<file path="src/rtl/fwd_pkg.sv">
// Shared types, constants and the packed-field helper for the forwarding/hazard controller.
package fwd_pkg;

    typedef enum logic [0:0] {
        RUN        = 1'b0,
        LOAD_STALL = 1'b1
    } fwd_state_e;

    localparam int unsigned SEL_REGFILE = 0;
    localparam int unsigned FIELD_MAX_W = 16;
    localparam int unsigned VEC_MAX_W   = 256;

    // Returns field idx (width w) of a zero-extended packed vector; caller truncates to w bits.
    function automatic logic [FIELD_MAX_W-1:0] get_field(
        input logic [VEC_MAX_W-1:0] vec,
        input int unsigned          idx,
        input int unsigned          w
    );
        logic [VEC_MAX_W-1:0]   shifted;
        logic [FIELD_MAX_W-1:0] mask;
        shifted = vec >> (idx * w);
        mask    = FIELD_MAX_W'((32'd1 << w) - 32'd1);
        return shifted[FIELD_MAX_W-1:0] & mask;
    endfunction

endpackage

</file>
<file path="src/rtl/fwd_src_select.sv">
// Forwarding select for one EXE source operand: priority encoder over the later stages.
module fwd_src_select
    import fwd_pkg::*;
#(
    parameter int unsigned REG_AW     = 4,
    parameter int unsigned NUM_FWD    = 2,
    parameter int unsigned SEL_W      = 2,
    parameter int unsigned NO_FWD_REG = 15
) (
    input  logic [REG_AW-1:0]         i_src,
    input  logic [NUM_FWD*REG_AW-1:0] i_fwd_dest,
    input  logic [NUM_FWD-1:0]        i_fwd_wb_enb,
    output logic [SEL_W-1:0]          o_sel
);

    logic w_src_ok;

    assign w_src_ok = (32'(i_src) != NO_FWD_REG);

    // Scan from the farthest stage down so the nearest matching stage overrides.
    always_comb begin
        o_sel = SEL_W'(SEL_REGFILE);
        for (int k = NUM_FWD - 1; k >= 0; k--) begin
            if (w_src_ok && i_fwd_wb_enb[k] &&
                i_src == REG_AW'(get_field(VEC_MAX_W'(i_fwd_dest), k, REG_AW))) begin
                o_sel = SEL_W'(k + 1);
            end
        end
    end

endmodule

</file>
<file path="src/rtl/fwd_hazard_ctrl.sv">
// Forwarding select, RAW/load-use hazard stall, SRAM freeze and saturating perf counters.
module fwd_hazard_ctrl
    import fwd_pkg::*;
#(
    parameter int unsigned REG_AW       = 4,
    parameter int unsigned NUM_SRC      = 2,
    parameter int unsigned NUM_FWD      = 2,
    parameter int unsigned SEL_W        = $clog2(NUM_FWD + 1),
    parameter int unsigned NO_FWD_REG   = 15,
    parameter int unsigned LOAD_BUBBLES = 1,
    parameter int unsigned CNT_W        = 16
) (
    input  logic                       clk,
    input  logic                       rst_n,
    input  logic                       forward_enb,
    input  logic [NUM_SRC*REG_AW-1:0]  src_id,
    input  logic [NUM_SRC-1:0]         src_vld_id,
    input  logic [NUM_SRC*REG_AW-1:0]  src_exe,
    input  logic [REG_AW-1:0]          dest_exe,
    input  logic                       wb_enb_exe,
    input  logic                       mem_r_exe,
    input  logic [NUM_FWD*REG_AW-1:0]  fwd_dest,
    input  logic [NUM_FWD-1:0]         fwd_wb_enb,
    input  logic                       mem_req_mem,
    input  logic                       sram_ready,
    input  logic                       cnt_clr,
    output logic [NUM_SRC*SEL_W-1:0]   sel_src,
    output logic                       hazard_stall,
    output logic                       pipe_freeze,
    output logic [CNT_W-1:0]           stall_cnt,
    output logic [CNT_W-1:0]           freeze_cnt
);

    fwd_state_e               r_state;
    fwd_state_e               w_state_nxt;
    logic [3:0]               r_bub_cnt;
    logic [3:0]               w_bub_nxt;
    logic [CNT_W-1:0]         r_stall_cnt;
    logic [CNT_W-1:0]         r_freeze_cnt;
    logic [NUM_SRC*SEL_W-1:0] w_sel;
    logic [REG_AW-1:0]        w_src_id;
    logic                     w_freeze;
    logic                     w_detect;
    logic                     w_stall;

    function automatic logic match(
        input logic [REG_AW-1:0] s,
        input logic [REG_AW-1:0] d,
        input logic              en
    );
        return en && (s == d) && (32'(s) != NO_FWD_REG);
    endfunction

    genvar gi;
    generate
        for (gi = 0; gi < NUM_SRC; gi++) begin : g_src
            logic [REG_AW-1:0] w_src_exe;

            assign w_src_exe = REG_AW'(get_field(VEC_MAX_W'(src_exe), gi, REG_AW));

            fwd_src_select #(
                .REG_AW     (REG_AW),
                .NUM_FWD    (NUM_FWD),
                .SEL_W      (SEL_W),
                .NO_FWD_REG (NO_FWD_REG)
            ) u_src_select (
                .i_src        (w_src_exe),
                .i_fwd_dest   (fwd_dest),
                .i_fwd_wb_enb (fwd_wb_enb),
                .o_sel        (w_sel[gi*SEL_W +: SEL_W])
            );
        end
    endgenerate

    assign w_freeze = mem_req_mem && !sram_ready;

    // Without forwarding the last stage is safe: it writes the register file before the read.
    always_comb begin
        w_detect = 1'b0;
        w_src_id = '0;
        for (int i = 0; i < NUM_SRC; i++) begin
            w_src_id = REG_AW'(get_field(VEC_MAX_W'(src_id), i, REG_AW));
            if (src_vld_id[i]) begin
                if (forward_enb) begin
                    if (match(w_src_id, dest_exe, wb_enb_exe && mem_r_exe)) begin
                        w_detect = 1'b1;
                    end
                end else begin
                    if (match(w_src_id, dest_exe, wb_enb_exe)) begin
                        w_detect = 1'b1;
                    end
                    for (int k = 0; k < NUM_FWD - 1; k++) begin
                        if (match(w_src_id, REG_AW'(get_field(VEC_MAX_W'(fwd_dest), k, REG_AW)),
                                  fwd_wb_enb[k])) begin
                            w_detect = 1'b1;
                        end
                    end
                end
            end
        end
    end

    always_comb begin
        w_state_nxt = r_state;
        w_bub_nxt   = r_bub_cnt;
        if (!w_freeze) begin
            case (r_state)
                RUN: begin
                    if (w_detect && forward_enb && (LOAD_BUBBLES > 1)) begin
                        w_state_nxt = LOAD_STALL;
                        w_bub_nxt   = 4'(LOAD_BUBBLES - 1);
                    end
                end
                LOAD_STALL: begin
                    w_bub_nxt = r_bub_cnt - 4'd1;
                    if (r_bub_cnt == 4'd1) begin
                        w_state_nxt = RUN;
                    end
                end
                default: w_state_nxt = RUN;
            endcase
        end
    end

    assign w_stall = (r_state == LOAD_STALL) || w_detect;

    always_ff @(posedge clk) begin
        if (!rst_n) begin
            r_state      <= RUN;
            r_bub_cnt    <= '0;
            r_stall_cnt  <= '0;
            r_freeze_cnt <= '0;
        end else begin
            r_state   <= w_state_nxt;
            r_bub_cnt <= w_bub_nxt;
            if (cnt_clr) begin
                r_stall_cnt  <= '0;
                r_freeze_cnt <= '0;
            end else begin
                if (w_stall && !w_freeze && (r_stall_cnt != '1)) begin
                    r_stall_cnt <= r_stall_cnt + CNT_W'(1);
                end
                if (w_freeze && (r_freeze_cnt != '1)) begin
                    r_freeze_cnt <= r_freeze_cnt + CNT_W'(1);
                end
            end
        end
    end

    assign sel_src      = (rst_n && forward_enb) ? w_sel : '0;
    assign hazard_stall = rst_n && w_stall;
    assign pipe_freeze  = rst_n && w_freeze;
    assign stall_cnt    = r_stall_cnt;
    assign freeze_cnt   = r_freeze_cnt;

endmodule

</file>
<file path="config.mk">
export PLATFORM = sky130hd
export DESIGN_NAME = fwd_hazard_ctrl
export DESIGN_NICKNAME = d
export VERILOG_FILES = /design/src/rtl/fwd_pkg.sv /design/src/rtl/fwd_src_select.sv /design/src/rtl/fwd_hazard_ctrl.sv
export SDC_FILE = /design/constraint.sdc
export NUM_CORES = 1
export LEC_CHECK = 0
export ABC_AREA = 1
export CORE_MARGIN = 2
export CORE_UTILIZATION = 51
export DETAILED_ROUTE_END_ITERATION = 10
export PLACE_DENSITY = 0.86
export RECOVER_POWER = 25
export SLEW_MARGIN = 10
export SYNTH_ARGS = -nofsm -noshare
export SYNTH_HDL_FRONTEND = slang
export SYNTH_SLANG_ARGS = --single-unit
</file>
<file path="constraint.sdc">
create_clock -name clk -period 2.3 [get_ports clk]
set_input_delay 0.23 -clock clk [delete_from_list [all_inputs] [get_ports clk]]
set_output_delay 0.23 -clock clk [all_outputs]
set_load 0.01 [all_outputs]
</file>
==> results.md <==
- Across the VDD grid, the largest voltage drop is 0.000328 V.
- The number of buffers added by the clock tree synthesis step is 5.
- The count of nets left with antenna violations once routing finished came out at 0.
- The number of flip-flops and latches in the synthesized netlist is 37.
- The via count of the first global-routing pass is approximately 2800.
- The depth of the worst hold-timing path is 2.
- At the pin with the least slew margin, the transition time is 786 ps.
- The dominant synthesized flop cell is sky130_fd_sc_hd__dfxtp_1.
- For this configuration, the core starts out at a cell density of 52.1%.
- At the worst endpoint, the required time is 2070 ps.
- Setup violations remaining at the end of the flow were counted as 0.
- The synthesized netlist cell count is 409.
- The cell taking the most area after synthesis is sky130_fd_sc_hd__dfxtp_1.
- The initial antenna violation count is 0.
- The count of endpoints failing hold in the final timing report was 0.
- The final layout contains routed wiring with a total length of 7460 um.
- The routed via count divided by cell count is 5.32.
- The critical path starts at fwd_dest[1].
- Max-cap violations in this run came to 0.
- The run finished with clean final reports.
- The number of optimization iterations in the first detailed-route pass is 8.
- The deepest level of the CTS H-tree is 2.
- The setup slack after placement is -34.9 ps.
- Global routing used 27.7% of the available tracks across all layers.
- The count of different cell masters after synthesis is 34.
- For this run, design rule violations remaining after detail routing come to 0.
- The area of the mapped netlist is 2610 sq um.
- The mean area per synthesized cell is 6.38 sq um.
- By area the synthesized netlist is led by sky130_fd_sc_hd__dfxtp_1, sky130_fd_sc_hd__nand2_1, sky130_fd_sc_hd__inv_1, sky130_fd_sc_hd__nor2_1, sky130_fd_sc_hd__a21oi_1.
- After routing, the total negative slack on setup checks comes to 0 ps.
- The worst register-to-register path begins at freeze_cnt[0].
- The number of sinks driven by the clock tree is 37.
- The CTS tree is built.
- The worst clock skew on the final layout is 3.37 ps.
- The number of filler instances in the final layout is 441.
- Detailed placement ended at an HPWL of 5560 um.
- The quantity of I/O buffers inserted on ports is 77.
- The type of the setup path with the least slack is input pin to output pin.
- The leftover overflow at the end of global routing is 0.
- The hold-critical path endpoint is r_state.
- The fraction of registers with async set/reset is 0%.
- The number of cells on the worst reg-to-reg path is 11.
- In the final design database the tool counted 548 nets.
- The routed layout has 3054 vias.
- The nature of the critical path endpoint is an output pin.
- The endpoint of the worst register-to-register path is freeze_cnt[11].
- In the final routed layout, each cell accounts on average for approximately 13 um.
- The die covers 5710 sq um.
- Entering global routing, the biggest net connects 24 pins.
- Routability-driven placement finished with a final weighted congestion of 0.913.
- The leakage power figure is 1.53 nW.
- STA classifies the critical path startpoint as an input pin.
- The number of antenna diodes in the final layout is 0.
- Of all nets on the critical path, the largest fanout is 6.
- The clock network latency to the later pin of the worst-skew pair is between 200 and 300 ps.
- The number of flops mapped to enable cells by yosys is 0.
- The core footprint is 5010 sq um.
- The total power is 1.43 mW.
- Sequential cells were found to cover 28.4% of the synthesized design area.
- The maximum buffer depth of the clock tree is 2.
- Across all register-to-register paths, the minimum setup slack is 370 ps.
- The tree is rooted in a sky130_fd_sc_hd__clkbuf_8.
- The worst path uses 95.4% of the clock period.
- The number of max-slew violations in the final report is 0.
- The worst hold path begins at r_state.
- The share of synthesized area in the top cell type comes to 28.4%.
- The highest achievable clock rate is 456 MHz.
- Cells fill 73.6% of the core in the end.
- In this run the count of I/O pins placed on the die edge is 78.
- The worst pin sits at a relative slew slack of 47.5%.
- After floorplanning, the core was divided into 26 placement rows.
- Summing all non-filler instances in the final layout gives an area of 3690 sq um.
- The critical path data arrival time is ~2000 ps.
- The clock-pin transition on the worst setup and hold timing paths is 70 ps.
- The global-route wire length before repair is 12300 um.
- The post-layout worst setup margin is 105 ps.
- The class of the tightest hold or removal check is register to register.
- After layout, the minimum clock period comes to 2190 ps.
- The area growth from synthesis to layout is 41.3%.
- After the first detailed-routing iteration, the DRC count stood at 163.
- The die outline height is 75.5 um.
- Setup repair after global routing left no endpoint under its margin.
- For this design the ratio of total power to cell area is between 300 and 400 nW/um^2.
- After detailed placement, the total cell area comes to 3550 sq um.
- The post-route netlist has 7.34% of its cells at a drive strength greater than 1.
- The width of the die is 75.5 um.
- Synthesis produced a netlist with a net count of 453.
- After clock tree synthesis, the flow added hold-fix buffers numbering 0.
- During synthesis, Yosys emitted a total of 0 warnings.
-- logic make-up (layout without fill, tap and decap cells) --
family	Yosys count	count (layout)	synth area share, %
AO/OA/AOI/OAI	48	48	9.88
XOR/XNOR	28	28	9.40
adder cells (fa/ha/maj)	4	4	1.92
buffers and inverters	63	158	9.78
flip-flops	37	37	28.4
AND/OR/NAND/NOR	229	229	40.7
-- per-layer routing --
metal	track usage [%]	wire [um]	vias to the layer above
met2	48.6	3680	115
met4	7.02	141	0
li1	-	-	1536
met1	34.2	3200	1386
met3	6.48	440	17
met5	0	0	-
-- worst max-delay path by stage --
stage                    to  slack, ps  cells after the start
3_3_place_gp     sel_src[2]          5                      9
6_report         sel_src[3]        110                      9
2_1_floorplan  stall_cnt[7]        600                     10
4_1_cts          sel_src[2]         30                      9
5_1_grt          sel_src[3]          6                      9
3_5_place_dp     sel_src[2]        -30                      9
-- where the power goes --
part           internal, mW  switching [mW]  total [mW]
logic                 0.122           0.117       0.239
clock network         0.315           0.238       0.553
registers             0.641        0.000925       0.642
-- metrics by stage --
step / cells / hold slack, ps
2_1_floorplan: 409 / 353
3_3_place_gp: 566 / 443
3_5_place_dp: 566 / 454
4_1_cts: 573 / 463
5_1_grt: 574 / 502
6_report: 574 / 464
-- worst max-delay path, cell delays in order --
cell and delay, ps:
sky130_fd_sc_hd__clkdlybuf4s50_1 480, sky130_fd_sc_hd__inv_1 120, sky130_fd_sc_hd__nand2_1 70, sky130_fd_sc_hd__and3_1 150
sky130_fd_sc_hd__nand4_1 90, sky130_fd_sc_hd__nor4_2 330, sky130_fd_sc_hd__buf_4 170, sky130_fd_sc_hd__nor4_1 40
sky130_fd_sc_hd__dlygate4sd2_1 280
-- cells in the mapped netlist, drive strengths merged (2+ instances only) --
library cell  count
a21oi            30
nor4              5
o21ai            12
inv              55
dfxtp            37
nand3            25
ha                4
nor3             21
xor2             16
nand3b            2
nand4            21
o21a              2
buf               6
nor3b             2
xnor2            12
nor2             50
nand2            99
a221oi            2
clkbuf            2
-- sequential cells by signal, indices dropped and copies added (netlist names) --
name,count
r_bub_cnt,4
freeze_cnt,16
r_state,1
stall_cnt,16
-- area by class of cell --
cell class                 instances  area [sq um]  area share, %
timing repair buffer              96           923           25.0
clock buffer                       5          68.8           1.87
inverter                          55           206           5.60
multi-input combinational        309          1630           44.1
sequential                        37           741           20.1
tap                               70          87.6           2.37
clock inverter                     2          35.0          0.950
-- cells in the final DEF (no fill, tap or decap), types with 3 or more instances in the layout --
cell type,netlist,final
sky130_fd_sc_hd__a21oi_1,30,30
sky130_fd_sc_hd__buf_4,2,19
sky130_fd_sc_hd__clkbuf_8,0,5
sky130_fd_sc_hd__clkdlybuf4s50_1,0,55
sky130_fd_sc_hd__dfxtp_1,37,37
sky130_fd_sc_hd__dlygate4sd3_1,0,15
sky130_fd_sc_hd__dlymetal6s2s_1,0,5
sky130_fd_sc_hd__ha_1,4,4
sky130_fd_sc_hd__inv_1,54,54
sky130_fd_sc_hd__nand2_1,96,96
sky130_fd_sc_hd__nand3_1,23,23
sky130_fd_sc_hd__nand4_1,21,21
sky130_fd_sc_hd__nor2_1,49,49
sky130_fd_sc_hd__nor3_1,20,20
sky130_fd_sc_hd__nor4_1,5,3
sky130_fd_sc_hd__o21ai_0,12,12
sky130_fd_sc_hd__xnor2_1,12,12
sky130_fd_sc_hd__xor2_1,16,16
-- repair_timing --
action / 4_1_cts / 5_1_grt
gates resized for setup: 4 / 5
cloned: 0 / 0
endpoints found under the setup margin: 4 / 3
setup buffers: 0 / 1
hold endpoints to repair: 0 / 0
pin swaps: 0 / 2
No activity file was read; power rests on OpenSTA's default activity.
==> variant 1, RTL diff (config.mk and constraints unchanged) <==
`REG_AW` is set to 4 in 2 places; all go to 5.
--- a/src/rtl/fwd_src_select.sv
+++ b/src/rtl/fwd_src_select.sv
@@ -4,3 +4,3 @@
 #(
-    parameter int unsigned REG_AW     = 4,
+    parameter int unsigned REG_AW     = 5,
     parameter int unsigned NUM_FWD    = 2,
--- a/src/rtl/fwd_hazard_ctrl.sv
+++ b/src/rtl/fwd_hazard_ctrl.sv
@@ -4,3 +4,3 @@
 #(
-    parameter int unsigned REG_AW       = 4,
+    parameter int unsigned REG_AW       = 5,
     parameter int unsigned NUM_SRC      = 2,
Interface: changed (resized dest_exe, fwd_dest, src_exe and src_id); port bits go from 78 to 85. No check against the original RTL was run, so the function may have changed too.
==> variant 1 against the unedited design <==
Clock skew rose by 0.00059 ns; area after synthesis rose by 9.5%; total power fell by 1.2%; sequential cell count did not move; largest cell class unchanged; routed wire length rose by 10%; sequential share of layout area fell by 1.5 points; cell area rose by 8.3%; setup slack improved by 0.075 ns; hold slack got worse by 0.0038 ns; critical endpoint is now sel_src[1]; die area rose by 9.0%.
==> variant 1: results (changes against the unedited design) <==
[metrics] clock tree skew after final layout: 0.00396 ns (was 0.00337 ns)
[metrics] critical register-to-register path endpoint: stall_cnt[1] (was freeze_cnt[11])
[metrics] pre-CTS setup slack: -0.117 ns (was -0.0349 ns)
[metrics] R2R setup slack: 0.35 ns (was 0.37 ns)
[metrics] area fraction in compound gates after synthesis: 12.3% (was 9.88%)
[metrics] arrival time worst endpoint: 1.89 ns (was 1.96 ns)
[metrics] leading cell types by total area after synthesis: dfxtp_1 (26%), nand2_1 (16%), inv_1 (8.7%) (was dfxtp_1 (28%), nand2_1 (14%), inv_1 (7.8%))
[metrics] count of port buffers added during placement: 84 (was 77)
[metrics] outcome: finished, final reports clean (unchanged)
[metrics] depth of the worst register-to-register path: 9 (was 11)
[metrics] via count of the first global-routing pass: 3170 (was 2776)
[metrics] part of the Yosys area used for sequential elements: 25.9% (was 28.4%)
[metrics] total of warnings raised by yosys: 0 (unchanged)
[metrics] fraction of layout cells with a size suffix above 1: 11.0% (was 7.34%)
[metrics] final net count: 614 (was 548)
[metrics] Total Routed Length: 8200 microns (was 7460 microns)
[metrics] clock root buffer: clkbuf_8 (unchanged)
[metrics] wire length of the first global-routing pass: 13700 microns (was 12300 microns)
[metrics] switching pwr: 0.373 mW (was 0.356 mW)
[metrics] placed wire-length estimate after detailed placement: 6340 microns (was 5560 microns)
[metrics] placer's final routability congestion estimate: 0.946 (was 0.913)
[metrics] pin count of the biggest net entering global routing: 20 (was 24)
[metrics] Mapped Nets: 516 (was 453)
[metrics] worst slew slack as a fraction of its limit: 78.4% (was 47.5%)
[metrics] clock latency on the worst-skew pair: 0.29 ns (about the same)
[metrics] number of distinct standard cells referenced by the synthesized netlist: 38 (was 34)
[metrics] share of synthesized area spent on multiplexers: 0% (unchanged)
[metrics] Synth top cells by count: nand2_1 (120), inv_1 (66), nor2_1 (58), dfxtp_1 (37), nand3_1 (23) (was nand2_1 (96), inv_1 (54), nor2_1 (49), dfxtp_1 (37), a21oi_1 (30))
[metrics] share of synthesized cell area in full adder, half adder and majority cells: 1.75% (was 1.92%)
[metrics] xor and xnor fraction of the mapped netlist area: 6.13% (was 9.40%)
[metrics] vias per inst: 5.40 (was 5.32)
[metrics] detailed-routing iteration count for the pre-antenna-repair pass: 5 (was 8)
[metrics] iteration-0 DRC count of the detailed router: 270 (was 163)
[metrics] Pleak: 1.76 nW (was 1.53 nW)
[metrics] Overall Global Routing Usage: 26.6% (was 27.7%)
-- variant 1: critical path, cell delays in order --
cell and delay (ns):
clkdlybuf4s50_1 0.55, nand3_1 0.11, nor3_2 0.20, nor3_1 0.07
and3_1 0.20, buf_4 0.13, nor4_2 0.20, clkbuf_2 0.19
-- variant 1: power groups by stage --
| stage | Combinational (mW) | Clock [mW] | Sequential, mW |
|---|---|---|---|
| 2_1_floorplan | 0.117 | 0 | 0.657 |
| 3_3_place_gp | 0.261 | 0 | 0.657 |
| 3_5_place_dp | 0.266 | 0 | 0.657 |
| 4_1_cts | 0.269 | 0.506 | 0.642 |
| 5_1_grt | 0.297 | 0.547 | 0.642 |
| 6_report | 0.272 | 0.504 | 0.642 |
-- variant 1: cell families after synthesis --
group / count (synthesis)
buffers and inverters: 81
xor gates and xnor gates: 20
DFF: 37
AOI/OAI and AO/OA: 56
adders and majority gates: 4
and+or+nand+nor: 267
-- variant 1: layer usage --
layer	vias up	routed length, microns	global-route usage (%)
li1	1697	-	-
met1	1604	3530	32.5
met2	115	4100	47.6
met3	16	442	5.11
met4	0	123	7.07
met5	-	0	0
-- variant 1: how the worst max path moves through the flow --
| stage | startpoint | end | slack (ns) | cells past startpoint |
|---|---|---|---|---|
| 2_1_floorplan | stall_cnt[0] | stall_cnt[10] | 0.52 | 9 |
| 3_3_place_gp | fwd_wb_enb[0] | hazard_stall | -0.01 | 12 |
| 3_5_place_dp | src_exe[3] | sel_src[1] | -0.12 | 7 |
| 4_1_cts | src_exe[3] | sel_src[0] | -0.009 | 8 |
| 5_1_grt | fwd_wb_enb[0] | hazard_stall | 0.07 | 12 |
| 6_report | src_exe[1] | sel_src[1] | 0.18 | 8 |
-- variant 1: timing repair --
action,CTS,global route
setup buffers,0,1
pin swaps,0,3
endpoints found under the setup margin,3,3
gates resized for setup,5,14
-- variant 1: layout make-up --
| cell class | count | area, sq um |
|---|---|---|
| multi-input combinational | 347 | 1810 |
| clock buffer | 7 | 96.3 |
| tap | 72 | 90.1 |
| inverter | 71 | 267 |
| sequential | 37 | 741 |
| fill | 487 | 1480 |
| clock inverter | 1 | 5.00 |
| timing repair buffer | 101 | 987 |
-- variant 1: per-stage QoR --
stage	std cells	utilization, %	setup TNS [ns]	hold WS, ns	instance area (sq um)
4_1_cts	635	72.4	-0.00867	0.461	3960
2_1_floorplan	465	-	0	0.353	2860
3_3_place_gp	627	70.3	-0.0150	0.444	3850
6_report	636	73.0	0	0.460	4000
5_1_grt	636	73.0	0	0.486	4000
3_5_place_dp	627	70.3	-0.179	0.449	3850
==> variant 2, RTL diff (config.mk and constraints unchanged) <==
Made on the original files. Put one more register stage on the output `freeze_cnt`, cleared by the reset. The value now appears one clock later. The other outputs are not delayed to match.
--- a/src/rtl/fwd_hazard_ctrl.sv
+++ b/src/rtl/fwd_hazard_ctrl.sv
@@ -153,3 +153,9 @@
     assign stall_cnt    = r_stall_cnt;
-    assign freeze_cnt   = r_freeze_cnt;
+    always_ff @(posedge clk) begin
+        if (!rst_n) begin
+            freeze_cnt <= '0;
+        end else begin
+            freeze_cnt <= r_freeze_cnt;
+        end
+    end
 
Function: changed (a bounded check fails within 4 cycles, from zero or initial values and one cycle with rst_n low).
==> variant 2 against the unedited design <==
Sequential share of layout area increased by 5.6 points; hold slack worse by 0.0047 ns; area after synthesis rose by 19%; clock skew increased by 0.011 ns; cell area rose by 12%; total power is 20% higher; via count rose by 5.9%; synthesized cell count grew 12%; setup slack lost 0.076 ns; routed wire length is 6.2% higher; maximum frequency decreased by 3.3%; sequential cell count increased by 16.
==> variant 2: results (changes against the unedited design) <==
[metrics] outcome: finished, final reports clean (unchanged)
[metrics] top fanout value on the critical path: 3 (was 6)
[metrics] clock tree skew after final layout: 0.0142 ns (was 0.00337 ns)
[metrics] clock slew at the register clock pins of the worst setup and hold paths: 0.10 ns (was 0.07 ns)
[metrics] routed length per instance: 12.7 microns (was 13.0 microns)
[metrics] pin count of the biggest net entering global routing: 23 (was 24)
[metrics] clk tree area frac: 2.27% (was 2.82%)
[metrics] Multi-In Gates: 323 (was 309)
[metrics] worst slew slack as a fraction of its limit: 65.5% (was 47.5%)
[metrics] pre-CTS setup slack: -0.120 ns (was -0.0349 ns)
[metrics] tap cell instance count: 75 (was 70)
[metrics] wire length of the first global-routing pass: 12800 microns (was 12300 microns)
[metrics] number of sinks driven by the clock tree: 53 (was 37)
[metrics] layout buffering overhead excluding clock cells: 21.3% (was 25.0%)
[metrics] Area Overhead vs Synth: 32.8% (was 41.3%)
[metrics] arrival time worst endpoint: 2.04 ns (was 1.96 ns)
[metrics] final net count: 590 (was 548)
[metrics] combinational logic power: 0.245 mW (was 0.239 mW)
[metrics] placer's final routability congestion estimate: 0.861 (was 0.913)
[metrics] # fillers: 481 (was 441)
[metrics] Pleak: 1.78 nW (was 1.53 nW)
[metrics] Total Power Consumption: 1.71 mW (was 1.43 mW)
[metrics] via count of the first global-routing pass: 2915 (was 2776)
[metrics] Mapped Nets: 501 (was 453)
[metrics] non-filler cells in the finished layout: 622 (was 574)
[metrics] iteration-0 DRC count of the detailed router: 173 (was 163)
[metrics] share of synthesized cell area in full adder, half adder and majority cells: 1.61% (was 1.92%)
[metrics] leading cell types by total area after synthesis: dfxtp_1 (34%), nand2_1 (13%), inv_1 (8.1%) (was dfxtp_1 (28%), nand2_1 (14%), inv_1 (7.8%))
[metrics] IR Drop Worst-Case VDD: 0.370 mV (was 0.328 mV)
[metrics] number of resized instances in the post-cts repair step: 7 (was 4)
[metrics] inverters: 70 (was 55)
[metrics] part of the Yosys area used for sequential elements: 34.1% (was 28.4%)
[metrics] fraction of standard cell area in multi-input logic: 42.1% (was 44.1%)
[metrics] worst stage delay on the critical path: 0.55 ns (was 0.48 ns)
[metrics] area fraction in compound gates after synthesis: 10.6% (was 9.88%)
[metrics] placed wire-length estimate after detailed placement: 5910 microns (was 5560 microns)
[metrics] clock latency on the worst-skew pair: 0.31 ns (was 0.29 ns)
[metrics] internal power: 1.26 mW (was 1.08 mW)
[metrics] proportion of netlist area held by the largest area contributor: 34.1% (was 28.4%)
[metrics] fraction of layout cells with a size suffix above 1: 10.4% (was 7.34%)
[variant 2: cell types whose count changed in the layout (fill, tap and decap cells not counted), moves of 6 or more]
cell,unedited run,this run
a21oi_1,30,20
a21oi_2,0,10
clkdlybuf4s50_1,55,67
dfxtp_1,37,53
dlygate4sd3_1,15,4
inv_1,54,66
nand2_1,96,109
nand2_2,1,12
nor3_1,20,10
o21ai_0,12,18
[variant 2: per-layer routing]
metal	part of all wire, %	vias to the layer above	track usage, %	routed length [microns]
met2	45	114	39.0	3560
met1	48	1464	31.8	3800
li1	-	1647	-	-
met4	1.3	0	7.83	106
met3	5.7	10	4.46	451
met5	0	-	0	0
[variant 2: worst paths after layout]
path | depth (start not counted) | to | slack, ns | startpoint
worst max-delay path | 6 | sel_src[1] | 0.03 | src_exe[0]
worst min-delay path | 2 | freeze_cnt[4] | 0.46 | r_freeze_cnt[4]
worst max register to register | 6 | stall_cnt[4] | 0.42 | stall_cnt[0]
worst min register to register | 2 | freeze_cnt[4] | 0.46 | r_freeze_cnt[4]
